[config.mk]
export PLATFORM = sky130hd
export DESIGN_NAME = rop_ba_regfile_p
export DESIGN_NICKNAME = d
export VERILOG_FILES = /design/src/rtl/rop_regfile_pkg.sv /design/src/rtl/rop_lane_extract.sv /design/src/rtl/rop_ba_regfile_p.sv
export SDC_FILE = /design/constraint.sdc
export NUM_CORES = 2
export LEC_CHECK = 0
export CAP_MARGIN = 20
export CORE_ASPECT_RATIO = 0.8
export CORE_MARGIN = 5
export CORE_UTILIZATION = 50
export CTS_BUF_LIST = sky130_fd_sc_hd__clkbuf_8
export DETAILED_ROUTE_END_ITERATION = 7
export PLACE_DENSITY = 0.63
export REMOVE_ABC_BUFFERS = 1
export SLEW_MARGIN = 20
export SYNTH_ARGS = -nofsm -noshare
export SYNTH_HDL_FRONTEND = slang
export SYNTH_SLANG_ARGS = --single-unit
export TNS_END_PERCENT = 5
[constraint.sdc]
create_clock -name clk -period 9.7 [get_ports clk]
set_input_delay 1.94 -clock clk [delete_from_list [all_inputs] [get_ports clk]]
set_output_delay 1.94 -clock clk [all_outputs]
set_load 0.01 [all_outputs]
[src/rtl/rop_regfile_pkg.sv]
// Shared definitions for the rop byte-addressable register file.
//   - access size encodings (SZ_*)
//   - scrub engine state encoding
//   - lane helpers: byte count, aligned byte offset and byte-enable mask
//     for a (size, sub_addr) pair at a given register width.
package rop_regfile_pkg;

  localparam logic [1:0] SZ_BYTE = 2'b00;
  localparam logic [1:0] SZ_HALF = 2'b01;
  localparam logic [1:0] SZ_WORD = 2'b10;
  localparam logic [1:0] SZ_FULL = 2'b11;

  typedef enum logic {
    ST_IDLE  = 1'b0,
    ST_CLEAR = 1'b1
  } scrub_state_t;

  // Number of bytes touched by an access; a word access on a 32-bit
  // register is the same as a full access.
  function automatic int lane_bytes(input logic [1:0] size, input int xlen);
    int n;
    case (size)
      SZ_BYTE: n = 1;
      SZ_HALF: n = 2;
      SZ_WORD: n = 4;
      default: n = xlen / 8;
    endcase
    if (n > xlen / 8) n = xlen / 8;
    return n;
  endfunction

  // Byte offset with the low bits dropped so the access is size aligned.
  function automatic int lane_offset(input logic [1:0] size, input logic [2:0] sub_addr,
                                     input int xlen);
    int n;
    n = lane_bytes(size, xlen);
    return int'(sub_addr) & (xlen / 8 - 1) & ~(n - 1);
  endfunction

  // Byte-enable vector; bit i set when byte i of the register is accessed.
  function automatic logic [7:0] lane_mask(input logic [1:0] size, input logic [2:0] sub_addr,
                                           input int xlen);
    int n;
    int off;
    logic [7:0] m;
    n   = lane_bytes(size, xlen);
    off = lane_offset(size, sub_addr, xlen);
    m   = '0;
    for (int i = 0; i < 8; i++) begin
      if (i >= off && i < off + n) m[i] = 1'b1;
    end
    return m;
  endfunction

  // Single bit of lane_mask, for per-byte generate loops.
  function automatic logic lane_en(input logic [1:0] size, input logic [2:0] sub_addr,
                                   input int xlen, input int lane);
    logic [7:0] m;
    m = lane_mask(size, sub_addr, xlen);
    return m[lane];
  endfunction

endpackage

[src/rtl/rop_lane_extract.sv]
// Extracts the addressed lane of a register value and zero/sign extends it.
//   value    : full register value
//   size     : access size (SZ_*)
//   sub_addr : byte offset, aligned down to the access size
//   sgn      : 1 = sign extend sub-word results (ignored for full size)
//   result   : LSB-aligned extended lane
module rop_lane_extract
  import rop_regfile_pkg::*;
#(
  parameter int XLEN = 32,
  localparam int SW = $clog2(XLEN / 8)
) (
  input  logic [XLEN-1:0] value,
  input  logic [1:0]      size,
  input  logic [SW-1:0]   sub_addr,
  input  logic            sgn,
  output logic [XLEN-1:0] result
);

  logic [5:0]      shamt;
  logic [XLEN-1:0] shifted;
  logic [XLEN-1:0] ext_word;

  assign shamt   = 6'(lane_offset(size, 3'(sub_addr), XLEN) * 8);
  assign shifted = value >> shamt;

  // On a 32-bit register a word access is a full access, so no extension.
  if (XLEN > 32) begin : g_word_ext
    assign ext_word = {{(XLEN-32){sgn & shifted[31]}}, shifted[31:0]};
  end else begin : g_word_full
    assign ext_word = shifted;
  end

  always_comb begin
    result = shifted;
    case (size)
      SZ_BYTE: result = {{(XLEN-8){sgn & shifted[7]}}, shifted[7:0]};
      SZ_HALF: result = {{(XLEN-16){sgn & shifted[15]}}, shifted[15:0]};
      SZ_WORD: result = ext_word;
      default: result = shifted;
    endcase
  end

endmodule

[src/rtl/rop_ba_regfile_p.sv]
// Sub-word addressable register file: two combinational read ports (A, B),
// one ready/valid write port (C) and a scrub engine that zeroes every
// register after reset or on clr_req. Register 0 always reads zero.
//   clk, resetn                   : clock, async active-low reset
//   a_*/b_*                       : read address, size, byte offset, signed, data
//   c_valid/c_ready               : write handshake
//   c_reg_addr/c_size/c_sub_addr  : write target and lane
//   c_wdata                       : LSB-aligned write data
//   clr_req/clr_busy/clr_done     : scrub request, in-progress flag, completion pulse
module rop_ba_regfile_p
  import rop_regfile_pkg::*;
#(
  parameter int XLEN   = 32,
  parameter int NREGS  = 32,
  parameter int BYPASS = 1,
  localparam int RW = $clog2(NREGS),
  localparam int SW = $clog2(XLEN / 8)
) (
  input  logic            clk,
  input  logic            resetn,
  input  logic [RW-1:0]   a_reg_addr,
  input  logic [1:0]      a_size,
  input  logic [SW-1:0]   a_sub_addr,
  input  logic            a_signed,
  output logic [XLEN-1:0] a_rdata,
  input  logic [RW-1:0]   b_reg_addr,
  input  logic [1:0]      b_size,
  input  logic [SW-1:0]   b_sub_addr,
  input  logic            b_signed,
  output logic [XLEN-1:0] b_rdata,
  input  logic            c_valid,
  output logic            c_ready,
  input  logic [RW-1:0]   c_reg_addr,
  input  logic [1:0]      c_size,
  input  logic [SW-1:0]   c_sub_addr,
  input  logic [XLEN-1:0] c_wdata,
  input  logic            clr_req,
  output logic            clr_busy,
  output logic            clr_done
);

  localparam int NB = XLEN / 8;

  logic [XLEN-1:0] regs_reg [NREGS];
  scrub_state_t    state_reg, state_next;
  logic [RW-1:0]   ptr_reg, ptr_next;

  logic            wr_accept;
  logic [5:0]      wr_shamt;
  logic [XLEN-1:0] wr_shifted, wr_old, wr_merged;
  logic            a_hit, b_hit;
  logic [XLEN-1:0] a_word, b_word;

  // Write merge: addressed bytes come from c_wdata shifted into the lane.
  assign wr_accept  = c_valid && c_ready;
  assign wr_shamt   = 6'(lane_offset(c_size, 3'(c_sub_addr), XLEN) * 8);
  assign wr_shifted = c_wdata << wr_shamt;
  assign wr_old     = regs_reg[c_reg_addr];

  genvar gi;
  for (gi = 0; gi < NB; gi++) begin : g_merge
    assign wr_merged[gi*8 +: 8] = lane_en(c_size, 3'(c_sub_addr), XLEN, gi)
                                ? wr_shifted[gi*8 +: 8] : wr_old[gi*8 +: 8];
  end

  // Storage is deliberately unreset; the scrub engine defines its contents.
  // Writes are only accepted in IDLE, so they never collide with a scrub.
  always_ff @(posedge clk) begin
    if (state_reg == ST_CLEAR) begin
      regs_reg[ptr_reg] <= '0;
    end else if (wr_accept && (c_reg_addr != '0)) begin
      regs_reg[c_reg_addr] <= wr_merged;
    end
  end

  // Read word selection, with optional same-cycle forwarding of the write.
  assign a_hit  = (BYPASS != 0) && wr_accept && (c_reg_addr == a_reg_addr);
  assign b_hit  = (BYPASS != 0) && wr_accept && (c_reg_addr == b_reg_addr);
  assign a_word = (a_reg_addr == '0) ? '0 : (a_hit ? wr_merged : regs_reg[a_reg_addr]);
  assign b_word = (b_reg_addr == '0) ? '0 : (b_hit ? wr_merged : regs_reg[b_reg_addr]);

  rop_lane_extract #(.XLEN(XLEN)) u_extract_a (
    .value    (a_word),
    .size     (a_size),
    .sub_addr (a_sub_addr),
    .sgn      (a_signed),
    .result   (a_rdata)
  );

  rop_lane_extract #(.XLEN(XLEN)) u_extract_b (
    .value    (b_word),
    .size     (b_size),
    .sub_addr (b_sub_addr),
    .sgn      (b_signed),
    .result   (b_rdata)
  );

  // Scrub engine: register 0 needs no clearing, so the sweep runs 1..NREGS-1.
  always_ff @(posedge clk or negedge resetn) begin
    if (!resetn) begin
      state_reg <= ST_CLEAR;
      ptr_reg   <= RW'(1);
    end else begin
      state_reg <= state_next;
      ptr_reg   <= ptr_next;
    end
  end

  always_comb begin
    state_next = state_reg;
    ptr_next   = ptr_reg;
    clr_done   = 1'b0;
    clr_busy   = 1'b0;
    c_ready    = 1'b0;
    case (state_reg)
      ST_IDLE: begin
        c_ready = 1'b1;
        if (clr_req) begin
          state_next = ST_CLEAR;
          ptr_next   = RW'(1);
        end
      end
      ST_CLEAR: begin
        clr_busy = 1'b1;
        if (ptr_reg == RW'(NREGS - 1)) begin
          clr_done   = 1'b1;
          state_next = ST_IDLE;
          ptr_next   = RW'(1);
        end else begin
          ptr_next = ptr_reg + RW'(1);
        end
      end
    endcase
  end

endmodule
==> key figures <==
Outcome
  • Outcome: complete, no violations

Route
  • DR pass1 iterations: 6
  • Iteration-0 DRC Markers: 7,583
  • DR vias/cell: 7.89
  • DRC errors left: 0
  • DRT Wirelength: approximately 240,000 um
  • Total number of vias: ~42,000
  • Wire per inst: 45.6 um
  • Final ANT Viol Nets: 0

Logic synthesis
  • Cell count after synthesis: 3,467
  • Async set or reset register ratio after synthesis: 0.00583
  • Synth Cell Area: just under 0.06 mm2
  • Sequential cell area fraction in the yosys report: 0.519
  • Most common flop cell mapped by yosys: edfxtp_1
  • Post-synthesis register bit count: just over 1,000
  • Synth Warn #: 0
  • Cell variety after synth: 81
  • Mapped Avg Cell Area: between 15 and 20 um2
  • Count of flip-flops with a built-in enable after synthesis: a little over 1,000

Pwr
  • Static Leakage: between 20 and 25 nW
  • Peak supply drop: between 0.1 and 0.15 mV
  • Pwr dens: approximately 190 mW/mm2

Critical path
  • Register-to-register setup slack: ~5.5 ns
  • Critical path type: in2out
  • R2r worst-path depth: 7
  • Reg2reg start: state_reg
  • Worst Path Required: between 7 and 8 ns
  • R2R Path End: regs_reg[16][13]
  • Crit Path Max Fanout: 31
  • Crit. End Element: primary output
  • Critical Path AT: around 7.2 ns
  • Crit. Startpoint: c_size[1]
  • Type of origin of the critical path: input pin

Placed design
  • Area after DPL: roughly 0.063 mm2
  • Port-buffer cells: between 100 and 150
  • Post-DP HPWL: 155,000 um
  • RePlAce Congestion: 1.04

Timing
  • Hold Fails Final Rpt: 0
  • Setup-failing EPs final: 0
  • Peak Freq: 109 MHz
  • Pins Over Slew Limit: 0
  • Slew margin rel.: 0.157
  • Worst slew pin tran: between 1 and 1.5 ns
  • Hold_ws: ~0.62 ns
  • Crit share post-route: 0.943
  • Worst Clk Skew: around 0.057 ns
  • Post-layout minimum cycle time: 9.14 ns
  • RSZ-0062 raised after global routing: no
  • Total Neg Setup Slack: 0 ns

CTS
  • Num CTS Buffers: between 150 and 200
  • Clk sink count: just over 1,000
  • Max Root-Sink Buffers: 3
  • Clk Latency, worst-skew pair: ~0.94 ns
  • Hold-fix buffers at CTS: 0
  • Clock-pin slew on the worst setup and hold paths: about 0.050 ns
  • CTS-repair resized insts: 0
  • Post-CTS Setup Repair Bufs: 0
  • CTS root buf: clkbuf_8
  • CTS tree: done
  • H-Tree Depth: 4

Die
  • Die Wd: roughly 400 um
  • Die Y: 319 um
  • Num ports: ~130
  • Area of the die: 0.126 mm2
  • Cell Rows: ~110
  • Core area: between 0.1 and 0.15 mm2
  • Initial core utilization: 0.503

Final layout
  • Max reg flops: roughly 1,000
  • Ratio of cells with drive above 1 in the final layout: 0.351
  • Fill count: a little over 9,000
  • Syn-to-layout area delta: 11.0%
  • Layout net count: ~3,700
  • Commonest non-fill, non-tap cells in the layout: 1,024 x edfxtp_1, 798 x mux4_2, 218 x mux2i_1
  • Cell area after layout: about 0.066 mm2
  • Leading cell type in the layout, fill and taps excluded: edfxtp_1

Global routing
  • Initial antenna violation count: 16
  • Global-route congestion overflow total: 0
  • First-pass GRT wire length: 334,000 um
  • Vias in the first global route: about 40,000
  • Largest net degree at the start of global routing: 86
  • Tot GR Track Use: 0.383

Min path
  • Hold Path Origin: ptr_reg[0]
  • WHS Path Cells: 1
  • Min-delay worst type: reg2reg
  • Hold EP: ptr_reg[0]

Job
  • Max-cap viol count: 0
==> Yosys cell counts (45+ instances only) <==
library cell     n  area [um2]
edfxtp_1      1024       30700
mux4_2         798       18000
mux2i_1        218        2180
nand2_1        192         721
nor2_1         139         522
a21oi_1        112         561
clkbuf_1        97         364
buf_2           86         430
nand3_1         75         375
o21ai_0         60         300
buf_4           56         420
o22ai_1         45         282
==> layout make-up <==
type / instances / area (um2) / area share
repair buffers: 330 / 3040 / 0.0459
flip-flops and latches: 1030 / 30900 / 0.467
inverters: 23 / 87.6 / 0.00132
well taps: 1552 / 1940 / 0.0294
clock buffers: 174 / 2390 / 0.0362
diodes: 9 / 22.5 / 0.000341
clock inverters: 125 / 694 / 0.0105
multi-input cells: 2106 / 27100 / 0.409
==> critical path, stage by stage <==
cell and delay [ns]:
clkdlybuf4s50_1 0.62, buf_4 0.42, nor2_1 0.10, ha_1 0.38
nand2b_1 0.11, a21oi_1 0.09, o31a_1 0.40, a221o_1 0.33
o22ai_2 0.36, a32o_1 0.29, a2bb2oi_1 0.23, a21o_1 0.86
o21ai_0 0.31, buf_4 0.26, clkdlybuf4s50_1 0.48
==> cells by family after synthesis <==
| kind of cell | share of synthesized area |
|---|---|
| multiplexers | 0.350 |
| AND/OR/NAND/NOR | 0.0426 |
| flip-flops | 0.519 |
| XOR/XNOR | 0.00162 |
| AO/OA/AOI/OAI | 0.0531 |
| buffers and inverters | 0.0324 |
| adder cells (fa/ha/maj) | 0.00105 |
==> metrics by stage <==
stage                     total power, mW  utilization  worst slack [ns]  cells
final                                12.6        0.558             0.556   5349
after global routing                 12.9        0.558             0.587   5342
after CTS                            12.5        0.558             0.819   5339
after detailed placement             8.91        0.532             0.825   5040
after global placement               8.84        0.531              1.01   5034
after floorplan                      7.26            -              2.32   3159
==> report_power, final <==
| group | switching, mW | total, mW | internal (mW) |
|---|---|---|---|
| clock network | 1.87 | 3.67 | 1.80 |
| logic | 2.04 | 3.19 | 1.15 |
| registers | 0.270 | 5.77 | 5.50 |
==> worst max path at each step <==
stage	slack, ns	end
after global placement	1.01	b_rdata[11]
final	0.56	b_rdata[15]
after global routing	0.59	b_rdata[15]
after CTS	0.82	b_rdata[15]
after floorplan	2.32	b_rdata[17]
after detailed placement	0.82	b_rdata[15]
==> metal layers <==
layer | GRT usage | vias to the layer above | part of all wire
met5 | 0 | - | 0.00074
met4 | 0.154 | 14 | 0.048
met3 | 0.178 | 674 | 0.17
met2 | 0.526 | 4170 | 0.41
met1 | 0.532 | 21900 | 0.37
li1 | - | 15400 | -
No activity file was read; power rests on OpenSTA's default activity.
